**src/rtl/sha256_pkg.sv**
```systemverilog
// Shared definitions for the SHA-256 host driver.
//  - drv_state_t          : driver FSM state encoding
//  - WORDS_PER_BLOCK      : 16-bit load handshakes per 512-bit block
//  - HALFWORDS_PER_DIGEST : 16-bit fetch handshakes per 256-bit digest
//  - ABC_DIGEST           : SHA-256("abc"), a known-answer constant
package sha256_pkg;

  typedef enum logic [2:0] {
    IDLE    = 3'd0,
    LD_REQ  = 3'd1,
    LD_WAIT = 3'd2,
    FT_REQ  = 3'd3,
    FT_GAP  = 3'd4,
    RALN    = 3'd5,
    FIN     = 3'd6,
    ERR     = 3'd7
  } drv_state_t;

  localparam int WORDS_PER_BLOCK      = 32;
  localparam int HALFWORDS_PER_DIGEST = 16;

  localparam logic [255:0] ABC_DIGEST =
    256'hba7816bf8f01cfea414140de5dae2223b00361a396177a9cb410ff61f20015ad;

endpackage

```
**src/rtl/sha_hs_timeout.sv**
```systemverilog
// Loadable down-counter with an expiry flag.
// Used by the host driver both as the handshake timeout and as the
// post-load settle counter.
//  clk     in  clock, rising edge
//  rst     in  asynchronous active-high reset (counter clears to 0)
//  load    in  reload the counter with START (wins over en)
//  en      in  count down by one while the counter is non-zero
//  expired out counter has reached 0
module sha_hs_timeout #(
  parameter int START = 63,
  parameter int WIDTH = (START < 1) ? 1 : $clog2(START + 1)
) (
  input  logic clk,
  input  logic rst,
  input  logic load,
  input  logic en,
  output logic expired
);

  logic [WIDTH-1:0] cnt;

  // Reload has priority so that a restart on the same cycle as a
  // decrement always begins a full new interval.
  always_ff @(posedge clk or posedge rst) begin
    if (rst) begin
      cnt <= '0;
    end else if (load) begin
      cnt <= WIDTH'(START);
    end else if (en && (cnt != '0)) begin
      cnt <= cnt - WIDTH'(1);
    end
  end

  assign expired = (cnt == '0);

endmodule

```
**src/rtl/sha256_host_driver.sv**
```systemverilog
// Host-side master for the 16-bit load/fetch/ack SHA-256 peripheral port.
// Streams one 512-bit padded block as 32 big-endian 16-bit loads; on the
// last block of a message it fetches the digest as 16 halfwords and then
// issues 16 discarded fetches so the peripheral's 5-bit word counter
// returns to 0.
//  clk        in   clock, rising edge
//  rst        in   asynchronous active-high reset
//  start      in   request; block_in/last sampled when start & ready
//  last       in   final block of the message
//  block_in   in   512-bit block, word 0 = block_in[511:496]
//  ready      out  idle, accepts start
//  done       out  1-cycle pulse when a block is finished
//  digest     out  fetched hash, halfword k at digest[255-16k -: 16]
//  err        out  sticky handshake timeout flag
//  sha_load   out  peripheral load strobe
//  sha_fetch  out  peripheral fetch strobe
//  sha_wdata  out  peripheral write data
//  sha_rdata  in   peripheral read data
//  sha_ack    in   peripheral handshake acknowledge
//  core_busy  in   SHA core busy
module sha256_host_driver
  import sha256_pkg::*;
#(
  parameter int ACK_TIMEOUT = 64,
  parameter int BUSY_SETTLE = 2
) (
  input  logic         clk,
  input  logic         rst,
  input  logic         start,
  input  logic         last,
  input  logic [511:0] block_in,
  output logic         ready,
  output logic         done,
  output logic [255:0] digest,
  output logic         err,
  output logic         sha_load,
  output logic         sha_fetch,
  output logic [15:0]  sha_wdata,
  input  logic [15:0]  sha_rdata,
  input  logic         sha_ack,
  input  logic         core_busy
);

  localparam logic [5:0] WCNT_END = 6'(WORDS_PER_BLOCK);
  localparam logic [5:0] FCNT_DIG = 6'(HALFWORDS_PER_DIGEST);
  localparam logic [5:0] FCNT_END = 6'(2 * HALFWORDS_PER_DIGEST);

  drv_state_t   state, state_d;
  logic [511:0] shreg;
  logic         last_q;
  logic [5:0]   wcnt;
  logic [5:0]   fcnt;
  logic         raln_gap, raln_gap_d;
  logic         tmo_load, tmo_en, tmo_expired;
  logic         settle_load, settle_en, settle_expired;

  // The word on the port is always the top of the shift register, so
  // it is stable from the load request until the ack shifts it out.
  assign sha_wdata = shreg[511:496];

  // Timeout runs in every state that waits on the peripheral or core
  assign tmo_en = (state == LD_REQ) || (state == LD_WAIT) ||
                  (state == FT_REQ) || (state == RALN);

  // Settle counter is armed by each load ack and drains in LD_WAIT
  assign settle_load = (state == LD_REQ) && sha_ack;
  assign settle_en   = (state == LD_WAIT);

  sha_hs_timeout #(.START(ACK_TIMEOUT - 1)) u_timeout (
    .clk     (clk),
    .rst     (rst),
    .load    (tmo_load),
    .en      (tmo_en),
    .expired (tmo_expired)
  );

  sha_hs_timeout #(.START(BUSY_SETTLE)) u_settle (
    .clk     (clk),
    .rst     (rst),
    .load    (settle_load),
    .en      (settle_en),
    .expired (settle_expired)
  );

  // Next-state logic. An ack always beats a simultaneous timeout. In RALN
  // the raln_gap bit splits each discarded fetch into a request phase and
  // a one-cycle idle phase, mirroring FT_REQ/FT_GAP; the timeout restarts
  // at every new request as well as on every state change.
  always_comb begin
    state_d    = state;
    raln_gap_d = raln_gap;
    tmo_load   = 1'b0;
    unique case (state)
      IDLE: begin
        if (start && ready) state_d = LD_REQ;
      end
      LD_REQ: begin
        if (sha_ack)          state_d = LD_WAIT;
        else if (tmo_expired) state_d = ERR;
      end
      LD_WAIT: begin
        if (settle_expired && !core_busy) begin
          if (wcnt < WCNT_END) state_d = LD_REQ;
          else if (last_q)     state_d = FT_REQ;
          else                 state_d = FIN;
        end else if (tmo_expired) begin
          state_d = ERR;
        end
      end
      FT_REQ: begin
        if (sha_ack)          state_d = FT_GAP;
        else if (tmo_expired) state_d = ERR;
      end
      FT_GAP: begin
        raln_gap_d = 1'b0;
        if (fcnt < FCNT_DIG) state_d = FT_REQ;
        else                 state_d = RALN;
      end
      RALN: begin
        if (raln_gap) begin
          if (fcnt == FCNT_END) begin
            state_d = FIN;
          end else begin
            raln_gap_d = 1'b0;
            tmo_load   = 1'b1;
          end
        end else if (sha_ack) begin
          raln_gap_d = 1'b1;
        end else if (tmo_expired) begin
          state_d = ERR;
        end
      end
      FIN: begin
        state_d = IDLE;
      end
      ERR: begin
        state_d = ERR;
      end
      default: begin
        state_d = IDLE;
      end
    endcase
    if (state_d != state) tmo_load = 1'b1;
  end

  // State register and the registered control outputs, all decoded from
  // the next state so every output comes straight from a flop.
  always_ff @(posedge clk or posedge rst) begin
    if (rst) begin
      state     <= IDLE;
      raln_gap  <= 1'b0;
      ready     <= 1'b1;
      done      <= 1'b0;
      err       <= 1'b0;
      sha_load  <= 1'b0;
      sha_fetch <= 1'b0;
    end else begin
      state     <= state_d;
      raln_gap  <= raln_gap_d;
      ready     <= (state_d == IDLE);
      done      <= (state_d == FIN);
      sha_load  <= (state_d == LD_REQ);
      sha_fetch <= (state_d == FT_REQ) || ((state_d == RALN) && !raln_gap_d);
      if (state_d == ERR) err <= 1'b1;
    end
  end

  // Datapath: block shift register, word/fetch counters and digest
  // capture. Discarded RALN fetches only advance fcnt, never digest.
  always_ff @(posedge clk or posedge rst) begin
    if (rst) begin
      shreg  <= '0;
      last_q <= 1'b0;
      wcnt   <= '0;
      fcnt   <= '0;
      digest <= '0;
    end else begin
      if ((state == IDLE) && start && ready) begin
        shreg  <= block_in;
        last_q <= last;
        wcnt   <= '0;
      end
      if ((state == LD_REQ) && sha_ack) begin
        shreg <= {shreg[495:0], 16'h0000};
        wcnt  <= wcnt + 6'd1;
      end
      if ((state == LD_WAIT) && (state_d == FT_REQ)) begin
        fcnt <= '0;
      end
      if ((state == FT_REQ) && sha_ack) begin
        for (int k = 0; k < HALFWORDS_PER_DIGEST; k++) begin
          if (fcnt[3:0] == 4'(k)) digest[255-16*k -: 16] <= sha_rdata;
        end
        fcnt <= fcnt + 6'd1;
      end
      if ((state == RALN) && !raln_gap && sha_ack) begin
        fcnt <= fcnt + 6'd1;
      end
    end
  end

endmodule

```
**config.mk**
```make
export PLATFORM = sky130hd
export DESIGN_NAME = sha256_host_driver
export DESIGN_NICKNAME = d
export VERILOG_FILES = /design/src/rtl/sha256_pkg.sv /design/src/rtl/sha_hs_timeout.sv /design/src/rtl/sha256_host_driver.sv
export SDC_FILE = /design/constraint.sdc
export NUM_CORES = 2
export LEC_CHECK = 0
export CELL_PAD_IN_SITES_DETAIL_PLACEMENT = 1
export CELL_PAD_IN_SITES_GLOBAL_PLACEMENT = 1
export CORE_UTILIZATION = 34
export DETAILED_ROUTE_END_ITERATION = 8
export GPL_TIMING_DRIVEN = 0
export HOLD_SLACK_MARGIN = 0.15
export PLACE_DENSITY_LB_ADDON = 0.25
export SLEW_MARGIN = 20
export SYNTH_ARGS = -nofsm -noshare
export SYNTH_HDL_FRONTEND = slang
export SYNTH_HIERARCHICAL = 1
export SYNTH_SLANG_ARGS = --single-unit
```
**constraint.sdc**
```tcl
create_clock -name clk -period 22.7 [get_ports clk]
set_clock_uncertainty 0.2 [all_clocks]
set_input_delay 2.27 -clock clk [delete_from_list [all_inputs] [get_ports clk]]
set_output_delay 2.27 -clock clk [all_outputs]
set_load 0.01 [all_outputs]
```
==> flow_summary.ini <==
[run_status]
outcome = finished, final reports clean

[synthesis]
synth_seq_cells = 798
postSynthAreaPerCell_um2 = 9.68
synthTopCellsByArea = dfrtp_1 58%, nand2_1 11%, a31oi_1 9.0%
synth_edf_count = 0
synth_top_area_share = 0.577
yosysWarnings = 6
synth_top_area_cell = dfrtp_1
syn_area_mm2 = 0.0346
yosysSeqAreaShare = 0.578
synth_cell_types = 66
synth-async-reset-ratio = 1.00
synth_ff_type = dfrtp_1
syn_inst = 3568
synthesis.nets = 4110

[floorplan]
die-area_mm2 = 0.103
die_width_um = 321
rows = 116
fp.dieH_um = 321
initial_core_util = 0.344
core_mm2 = 0.100
ioPinCount = 811

[clock_tree]
tritoncts = yes
cts_hold_buf = 0
clkLatencyLatePin_ns = 0.67
clkTransAtPathRegs_ns = 0.06
clock_path_buffers = 3
clock_sinks = 798
post_cts_resize_count = 0
cts_buffers = 91
cts-root-buf = clkbuf_16
h-tree-depth = 3
postCtsSetupRepairBufs = 0

[routing]
vias = 30700
wire_per_inst_um = 24.7
dr.pass1.iters = 5
viasPerCell = 5.16
routed_wl_um = 147000
drc = 0
final_antenna_net_count = 0
drtIter0Drc = 1701

[finish]
area_delta_synth_final_pct = 39.2
stdcell_area_mm2 = 0.0481
final_cells = 5946
fillers = 11300
nNetsFinal = 5042
drive_gt1_frac = 0.129

[timing]
finalHoldViolCount = 0
rsz0062_at_grt = false
fin_crit_sh = 0.200
fin_crit_ns = 4.53
finalSetupViolations = 0
clock.fmax_mhz = 221
slew_violations = 0
tns_ns = 0
tightest_slew_ns = 0.819
slew_headroom = 0.449

[global_routing]
overflow = 0
antenna_found_initial = 61
grt_first_pass_wirelength_um = 216000
grt_pass1_vias = 32700
grt_usage = 0.283
grt_start_max_net_pins = 34

[worst_setup_path]
crit_fanout = 10
crit_path_end_kind = flip-flop
cp.arrival_ns = 4.90
start_kind = input pin
critical_path_class = input pin to flip-flop
worstPathRequired_ns = 23.07

[power]
leakagePower_nw = 22.9
p_per_area_mw_per_mm2 = 64.4
ir_drop_v = 0.0000476

[min_path]
hold_path.class = flip-flop to flip-flop

[placement]
hpwlAfterDp_um = 117000
placed_cells = 5764
place_area_mm2 = 0.0450
port_buffers = 809
finalWeightedCongestion = 0.885

[flow_run]
maxCapViolations = 0
metal layers:
metal  vias to the layer above  track usage  part of all wire
li1                      13900            -                 -
met1                     15500        0.344              0.40
met2                       912        0.476              0.49
met3                       291       0.0761             0.071
met4                        58        0.109             0.039
met5                         -            0            0.0027
per-stage QoR:
| step | setup slack, ns | hold WS [ns] | utilization | total power, mW |
|---|---|---|---|---|
| 6_report | 18.17 | 0.296 | 0.479 | 3.10 |
| 5_1_grt | 18.06 | 0.315 | 0.479 | 3.19 |
| 4_1_cts | 18.21 | 0.298 | 0.479 | 3.13 |
| 3_5_place_dp | 17.52 | 0.285 | 0.448 | 1.61 |
| 3_3_place_gp | 3.86 | 0.277 | 0.442 | 1.60 |
| 2_1_floorplan | 9.39 | 0.238 | - | 1.48 |
sequential cells by signal, summed over array words and instances (netlist names):
signal	flops
shreg	512
state	3
digest	256
ready	1
sha_fetch	1
done	1
wcnt	6
fcnt	6
raln_gap	1
last_q	1
err	1
sha_load	1
u_settle/cnt	2
u_timeout/cnt	6
layout make-up:
type	instances	area (um2)	share of cell area
Clock inverter	37	438	0.00910
Multi-Input combinational cell	2464	13100	0.273
Antenna cell	18	45.0	0.000936
Clock buffer	127	2620	0.0545
Sequential cell	798	20000	0.415
Timing Repair Buffer	839	8750	0.182
Buffer	289	1390	0.0289
Inverter	17	67.6	0.00140
Tap cell	1357	1700	0.0353
power breakdown:
group          switching (mW)  total [mW]  internal [mW]
Clock                   0.624        1.52          0.897
Combinational          0.0622       0.156         0.0936
Sequential                  0        1.42           1.42
final timing paths:
| kind | from | to | slack [ns] | depth (start not counted) |
|---|---|---|---|---|
| min reg2reg | digest[192]$_DFFE_PP0P_ | digest[192]$_DFFE_PP0P_ | 0.30 | 1 |
| max | start | shreg[474]$_DFFE_PP0P_ | 18.17 | 9 |
| min in group asynchronous | rst | u_settle/cnt[1]$_DFFE_PP0P_ | 1.79 | 2 |
| max reg2reg | u_timeout/cnt[0]$_DFFE_PP0P_ | u_timeout/cnt[1]$_DFFE_PP0P_ | 19.11 | 12 |
| min | digest[192]$_DFFE_PP0P_ | digest[192]$_DFFE_PP0P_ | 0.30 | 1 |
| max in group asynchronous | rst | shreg[77]$_DFFE_PP0P_ | 18.61 | 8 |
Yosys cell counts, drive strengths merged (2+ instances only):
library cell	number
inv	17
o21a	2
and3	4
or3b	2
o21ai	16
nand4	2
and2	7
and4	3
ha	8
or4b	2
nand3	28
o21bai	2
a31oi	498
nand2	1056
clkbuf	150
o31ai	5
a221o	3
o211ai	3
a21o	2
nor3	5
a21oi	6
nor2b	5
nor3b	2
nor2	518
nand2b	4
dfrtp	797
buf	139
nor4b	2
mux2	258
nor4	3
and4bb	2
worst max-delay path: stages:
cell,delay (ns)
clkdlybuf4s50_1,0.44
nand2_1,0.16
nor2_1,0.06
nand2_1,0.21
buf_2,0.42
clkbuf_1,0.64
buf_2,0.38
nand2_1,0.10
a31oi_1,0.20
cells in the final DEF (no fill, tap or decap), drive strengths merged, types with 19 or more instances in the layout:
cell type,Yosys,routed
nor2,518,518
inv,17,19
clkinv,0,23
a31oi,498,498
dfrtp,797,797
nand3,28,28
clkbuf,150,277
buf,139,169
nand2,1056,1056
clkdlybuf4s50,0,809
mux2,258,258
logic make-up after synthesis:
kind of cell / count (synthesis) / synth area share
buf+inv: 306 / 0.0420
fa+ha+maj: 8 / 0.00290
simple gates: 1649 / 0.189
xor+xnor: 2 / 0.000507
mux: 259 / 0.0877
flops: 798 / 0.578
compound gates: 546 / 0.0997
Note: power is estimated with default switching activity, not from simulation.
